$ cat config.mk
export PLATFORM = sky130hd
export DESIGN_NAME = slave_port
export DESIGN_NICKNAME = d
export VERILOG_FILES = /design/src/rtl/slave_port.sv
export SDC_FILE = /design/constraint.sdc
export NUM_CORES = 1
export LEC_CHECK = 0
export CORE_MARGIN = 2
export CORE_UTILIZATION = 68
export CTS_CLUSTER_DIAMETER = 60
export DETAILED_ROUTE_END_ITERATION = 8
export HOLD_SLACK_MARGIN = 0.1
export PLACE_DENSITY = 0.85
export REMOVE_ABC_BUFFERS = 1
export SLEW_MARGIN = 30
export SYNTH_ARGS = -nofsm -noshare
export SYNTH_HDL_FRONTEND = slang
export SYNTH_SLANG_ARGS = --single-unit
export TNS_END_PERCENT = 20
$ cat constraint.sdc
create_clock -name clk -period 6.08 [get_ports clk]
set_clock_uncertainty 0.2 [all_clocks]
set_input_delay 1.216 -clock clk [delete_from_list [all_inputs] [get_ports clk]]
set_output_delay 1.216 -clock clk [all_outputs]
set_load 0.05 [all_outputs]
$ cat src/rtl/slave_port.sv
// Serial-bus slave port: bit-serial address/burst/data in, bit-serial read data out,
// backed by a small word memory that survives reset.
`timescale 1ns/1ps
module slave_port #(
   parameter int ADDR_LEN     = 12,
   parameter int DATA_LEN     = 8,
   parameter int BURST_LEN    = 12,
   parameter int MEM_ADDR_LEN = 6
) (
   input  logic clk,
   input  logic reset,
   input  logic slave_select,
   input  logic master_valid,
   input  logic write_en,
   input  logic read_en,
   input  logic rx_address,
   input  logic rx_burst_number,
   input  logic rx_data,
   input  logic master_ready,
   output logic slave_ready,
   output logic slave_valid,
   output logic tx_data,
   output logic done
);

   localparam int CMAX = (ADDR_LEN > DATA_LEN) ? ADDR_LEN : DATA_LEN;
   localparam int CW   = $clog2(CMAX + 1);

   typedef enum logic [2:0] {
      IDLE,
      ADDR,
      WDATA,
      RWAIT,
      RDATA,
      DONE
   } state_t;

   state_t                  state_q, state_d;
   logic                    is_rd_q, is_rd_d;
   logic [CW-1:0]           cnt_q, cnt_d;
   logic [MEM_ADDR_LEN-1:0] idx_q, idx_d;
   logic [BURST_LEN-1:0]    burst_q, burst_d;
   logic [BURST_LEN-1:0]    wcnt_q, wcnt_d;
   logic [DATA_LEN-1:0]     shift_q, shift_d;

   logic [DATA_LEN-1:0]     mem [2**MEM_ADDR_LEN];
   logic                    mem_we;
   logic [DATA_LEN-1:0]     mem_wdata;

   logic                    start;
   logic                    last_word;
   logic [MEM_ADDR_LEN-1:0] idx_sh;
   logic [BURST_LEN-1:0]    burst_sh;
   logic [DATA_LEN-1:0]     shift_in;

   assign start     = master_valid & slave_select & (write_en ^ read_en);
   assign last_word = (wcnt_q == burst_q);

   // LSB-first shift-in; only the low index bits are ever kept, so upper
   // address bits drop out naturally
   assign idx_sh    = MEM_ADDR_LEN'({rx_address, idx_q} >> 1);
   assign burst_sh  = BURST_LEN'({rx_burst_number, burst_q} >> 1);
   assign shift_in  = DATA_LEN'({rx_data, shift_q} >> 1);
   assign mem_wdata = shift_in;

   always_comb begin
      state_d = state_q;
      is_rd_d = is_rd_q;
      cnt_d   = cnt_q;
      idx_d   = idx_q;
      burst_d = burst_q;
      wcnt_d  = wcnt_q;
      shift_d = shift_q;
      mem_we  = 1'b0;
      unique case (state_q)
         IDLE: begin
            if (start) begin
               state_d = ADDR;
               is_rd_d = read_en;
               cnt_d   = CW'(1);
               idx_d   = idx_sh;
               burst_d = burst_sh;
               wcnt_d  = '0;
               shift_d = '0;
            end
         end
         ADDR: begin
            if (!slave_select) begin
               state_d = IDLE;
            end else if (master_valid) begin
               if (cnt_q < CW'(MEM_ADDR_LEN)) idx_d = idx_sh;
               if (cnt_q < CW'(BURST_LEN)) burst_d = burst_sh;
               if (cnt_q == CW'(ADDR_LEN - 1)) begin
                  cnt_d   = '0;
                  state_d = is_rd_q ? RWAIT : WDATA;
               end else begin
                  cnt_d = cnt_q + CW'(1);
               end
            end
         end
         WDATA: begin
            if (!slave_select) begin
               state_d = IDLE;
            end else if (master_valid) begin
               shift_d = shift_in;
               if (cnt_q == CW'(DATA_LEN - 1)) begin
                  mem_we = reset;
                  cnt_d  = '0;
                  idx_d  = idx_q + MEM_ADDR_LEN'(1);
                  if (last_word) state_d = DONE;
                  else wcnt_d = wcnt_q + BURST_LEN'(1);
               end else begin
                  cnt_d = cnt_q + CW'(1);
               end
            end
         end
         RWAIT: begin
            if (!slave_select) begin
               state_d = IDLE;
            end else begin
               shift_d = mem[idx_q];
               if (master_ready) begin
                  state_d = RDATA;
                  cnt_d   = '0;
               end
            end
         end
         RDATA: begin
            if (!slave_select) begin
               state_d = IDLE;
            end else begin
               shift_d = shift_q >> 1;
               if (cnt_q == CW'(DATA_LEN - 1)) begin
                  cnt_d = '0;
                  idx_d = idx_q + MEM_ADDR_LEN'(1);
                  if (last_word) begin
                     state_d = DONE;
                  end else begin
                     state_d = RWAIT;
                     wcnt_d  = wcnt_q + BURST_LEN'(1);
                  end
               end else begin
                  cnt_d = cnt_q + CW'(1);
               end
            end
         end
         DONE: state_d = IDLE;
         default: state_d = IDLE;
      endcase
   end

   always_ff @(posedge clk or negedge reset) begin
      if (!reset) begin
         state_q <= IDLE;
         is_rd_q <= 1'b0;
         cnt_q   <= '0;
         idx_q   <= '0;
         burst_q <= '0;
         wcnt_q  <= '0;
         shift_q <= '0;
      end else begin
         state_q <= state_d;
         is_rd_q <= is_rd_d;
         cnt_q   <= cnt_d;
         idx_q   <= idx_d;
         burst_q <= burst_d;
         wcnt_q  <= wcnt_d;
         shift_q <= shift_d;
      end
   end

   always_ff @(posedge clk) begin
      if (mem_we) mem[idx_q] <= mem_wdata;
   end

   assign slave_ready = (state_q == IDLE) || (state_q == WDATA);
   assign slave_valid = (state_q == RDATA);
   assign tx_data     = (state_q == RDATA) & shift_q[0];
   assign done        = (state_q == DONE);

endmodule

==> results_dict.tcl <==
set metrics [dict create \
    synthCells 1438 \
    grt_pass1_wl_um 91700 \
    yosysWarnings 0 \
    p_int_uw 7770 \
    initial_core_util 0.687 \
    hold_ws_ns 0.322 \
    place_area_um2 23400 \
    cts_tree "done" \
    die_x_um 187 \
    fmax_mhz 236 \
    wirelength_um 62400 \
    slew_headroom 0.255 \
    switchingPower_uw 4150 \
    ys_seq_area_frac 0.723 \
    worstSetupStartpointType "flip-flop" \
    crit_path_end "done" \
    report.final.slew_viol_count 0 \
    cp_cell_sequence "clkinv_1 -> nor3_1 -> clkdlybuf4s50_1" \
    finalPower_uw 11900 \
    grt_pass1_vias 14000 \
    synth_top_flop_cell "edfxtp_1" \
    grt.total_usage 0.358 \
    htree_num_levels 2 \
    synthDistinctLibCells 71 \
    cp_slowest_cell "clkdlybuf4s50_1" \
    antenna_found_initial 2 \
    cts.repair.resized 0 \
    place_hpwl_um 37200 \
    cts_max_path_buffers 3 \
    synth_adder_area_share 0.00164 \
    clockRootBuffer "clkbuf_16" \
    synthMuxAreaShare 0.0903 \
    crit_start "state_q[0]" \
    rsz0062_at_grt "false" \
    synth_edf_count 512 \
    postCtsSetupRepairBufs 0 \
    firstDrtPassIters 7 \
    ys_ff_latch 558 \
    async_flop_share 0.0824 \
    grt_overflow_total 0 \
    power_frac_clock 0.287 \
    power_frac_comb 0.297 \
    fp.dieH_um 187 \
    drt_iter0_drc 2766 \
    worst_pin_slew_ns 1.12 \
    syn_area_per_cell_um2 15.9 \
    setup-tns-final_ns 0 \
    final-hold-violation-count 0 \
    reg2reg_depth 7 \
    finalCriticalPeriod_ns 4.24 \
    drv_cap 0 \
    drive_gt1_frac 0.147 \
    wire_per_inst_um 32.2 \
    ant_nets 0 \
    synth-xor-area-share 0.00569 \
    status "complete, no violations" \
    io_buffers 13 \
    synth_top_family_by_area "compound AO/OA/AOI/OAI gates" \
    yosys.area_share.simple 0.0624 \
    crit_path_end_kind "output pin" \
    critical_path_class "reg2out" \
    ioPinCount 14 \
    power_frac_seq 0.416 \
    num_vias 14400 \
    crit_fanout 20 \
    cts_sinks 558 \
    worstPathRequired_ns 4.66 \
    cpPeakStageDelay_ns 0.83 \
    globalplace.congestion 0.930 \
    leakagePower_uw 0.00837 \
    cts_buffers 53 \
    powerDensity_nw_per_um2 473 \
    area_delta_synth_final_pct 10.2 \
    hold_buffers 0 \
    final_cell_mix "edfxtp_1 (512), nor2_1 (110), mux2i_1 (87)" \
    core_area_um2 33300 \
    synth_compound_area_frac 0.0955 \
    r2r_setup_slack_ns 1.86 \
    setup_violations 0 \
    r2r-start "idx_q[2]" \
    nets 1454 \
    clkTransAtPathRegs_ns 0.06 \
    drcViolationCount 0 \
    dieArea_um2 35100 \
    clk_latency_ns 0.59 \
    final_area_um2 25200 \
    sw_frac_of_total 0.348 \
    layout_commonest_cell "edfxtp_1" \
    cp.arrival_ns 2.83 \
    hold_class "reg2reg" \
    period_share 0.698 \
    grt_max_degree 67 \
    syn_area_um2 22900 \
    fp-row-count 67 \
    vdd_drop_max_mv 0.279 \
    vias_per_cell 7.45 \
    regToRegEndpoint "shift_q[7]" \
]
==> how the worst min path moves through the flow <==
stage                     slack, ns  cells past startpoint  endpoint     from
after CTS                      0.32                      2   is_rd_q  is_rd_q
after global routing           0.35                      2   is_rd_q  is_rd_q
after floorplan                0.25                      2   is_rd_q  is_rd_q
final                          0.32                      2   is_rd_q  is_rd_q
after detailed placement       0.30                      2   is_rd_q  is_rd_q
after global placement         0.28                      2   is_rd_q  is_rd_q
==> sequential cells by signal, summed over array words and instances, names as in the netlist <==
register	count
is_rd_q	1
mem	512
cnt_q	4
shift_q	8
state_q	3
burst_q	12
idx_q	6
wcnt_q	12
==> final cells by class <==
class / instances / area [um2]
antenna: 1 / 2.50
clock buffer: 64 / 1420
clock inverter: 36 / 388
fill: 1822 / 8110
inverter: 14 / 52.6
multi-input combinational: 772 / 5850
sequential: 558 / 16500
tap: 448 / 561
timing repair buffer: 42 / 350
==> Yosys cell counts, types with 7 or more instances <==
master / number / area [um2]
edfxtp_1: 512 / 15400
xnor2_1: 13 / 114
a22oi_1: 36 / 270
o22ai_1: 31 / 194
buf_1: 7 / 26.3
nor2_1: 111 / 417
nor3_1: 14 / 70.1
nand2_1: 63 / 236
o21ai_0: 33 / 165
dfrtp_1: 46 / 1150
a31oi_1: 19 / 119
a211oi_1: 9 / 67.6
mux2_2: 42 / 473
a221oi_1: 27 / 236
o22a_1: 14 / 123
inv_1: 11 / 41.3
and2_1: 7 / 43.8
nand4_1: 8 / 50.1
nand3_1: 18 / 90.1
a22o_1: 15 / 131
a21oi_1: 39 / 195
and3_1: 11 / 68.8
nor2b_1: 9 / 56.3
mux4_2: 32 / 721
a221o_1: 17 / 170
or3_1: 8 / 50.1
clkbuf_1: 45 / 169
buf_4: 8 / 60.1
mux2i_1: 87 / 871
buf_2: 33 / 165
nand2b_1: 14 / 87.6
==> kinds of logic (layout without fill, tap and decap cells) <==
kind of cell    after synthesis  count (layout)
other cells                   0               1
mux                         161             161
flops                       558             558
simple gates                294             294
xor+xnor                     14              14
buf+inv                     108             156
compound gates              300             300
fa+ha+maj                     3               3
==> critical path, delay by kind of cell, from the launching register on <==
family,cells,cell delay (ns)
and+or+nand+nor,1,0.26
buffers and inverters,2,1.25
DFF,1,0.74
==> routing by layer <==
| layer | share of wire | track usage | vias up |
|---|---|---|---|
| met4 | 0.071 | 0.196 | 0 |
| met1 | 0.34 | 0.478 | 6969 |
| met3 | 0.15 | 0.106 | 324 |
| li1 | - | - | 5745 |
| met5 | 0 | 0 | - |
| met2 | 0.45 | 0.536 | 1379 |
==> stage by stage <==
stage,setup WS (ns),utilization,instances
2_1_floorplan,-0.591,-,1344
3_3_place_gp,1.80,0.702,1834
3_5_place_dp,1.72,0.702,1834
4_1_cts,1.87,0.756,1934
5_1_grt,1.74,0.756,1934
6_report,1.84,0.756,1935
==> power groups by stage <==
stage          Clock (uW)  Combinational (uW)  Sequential, uW
2_1_floorplan           0                1930            5150
3_3_place_gp            0                3230            5010
3_5_place_dp            0                3300            5030
4_1_cts              3410                3360            4950
5_1_grt              3560                3600            4970
6_report             3420                3530            4960
Power figures use the tool's default switching activity.
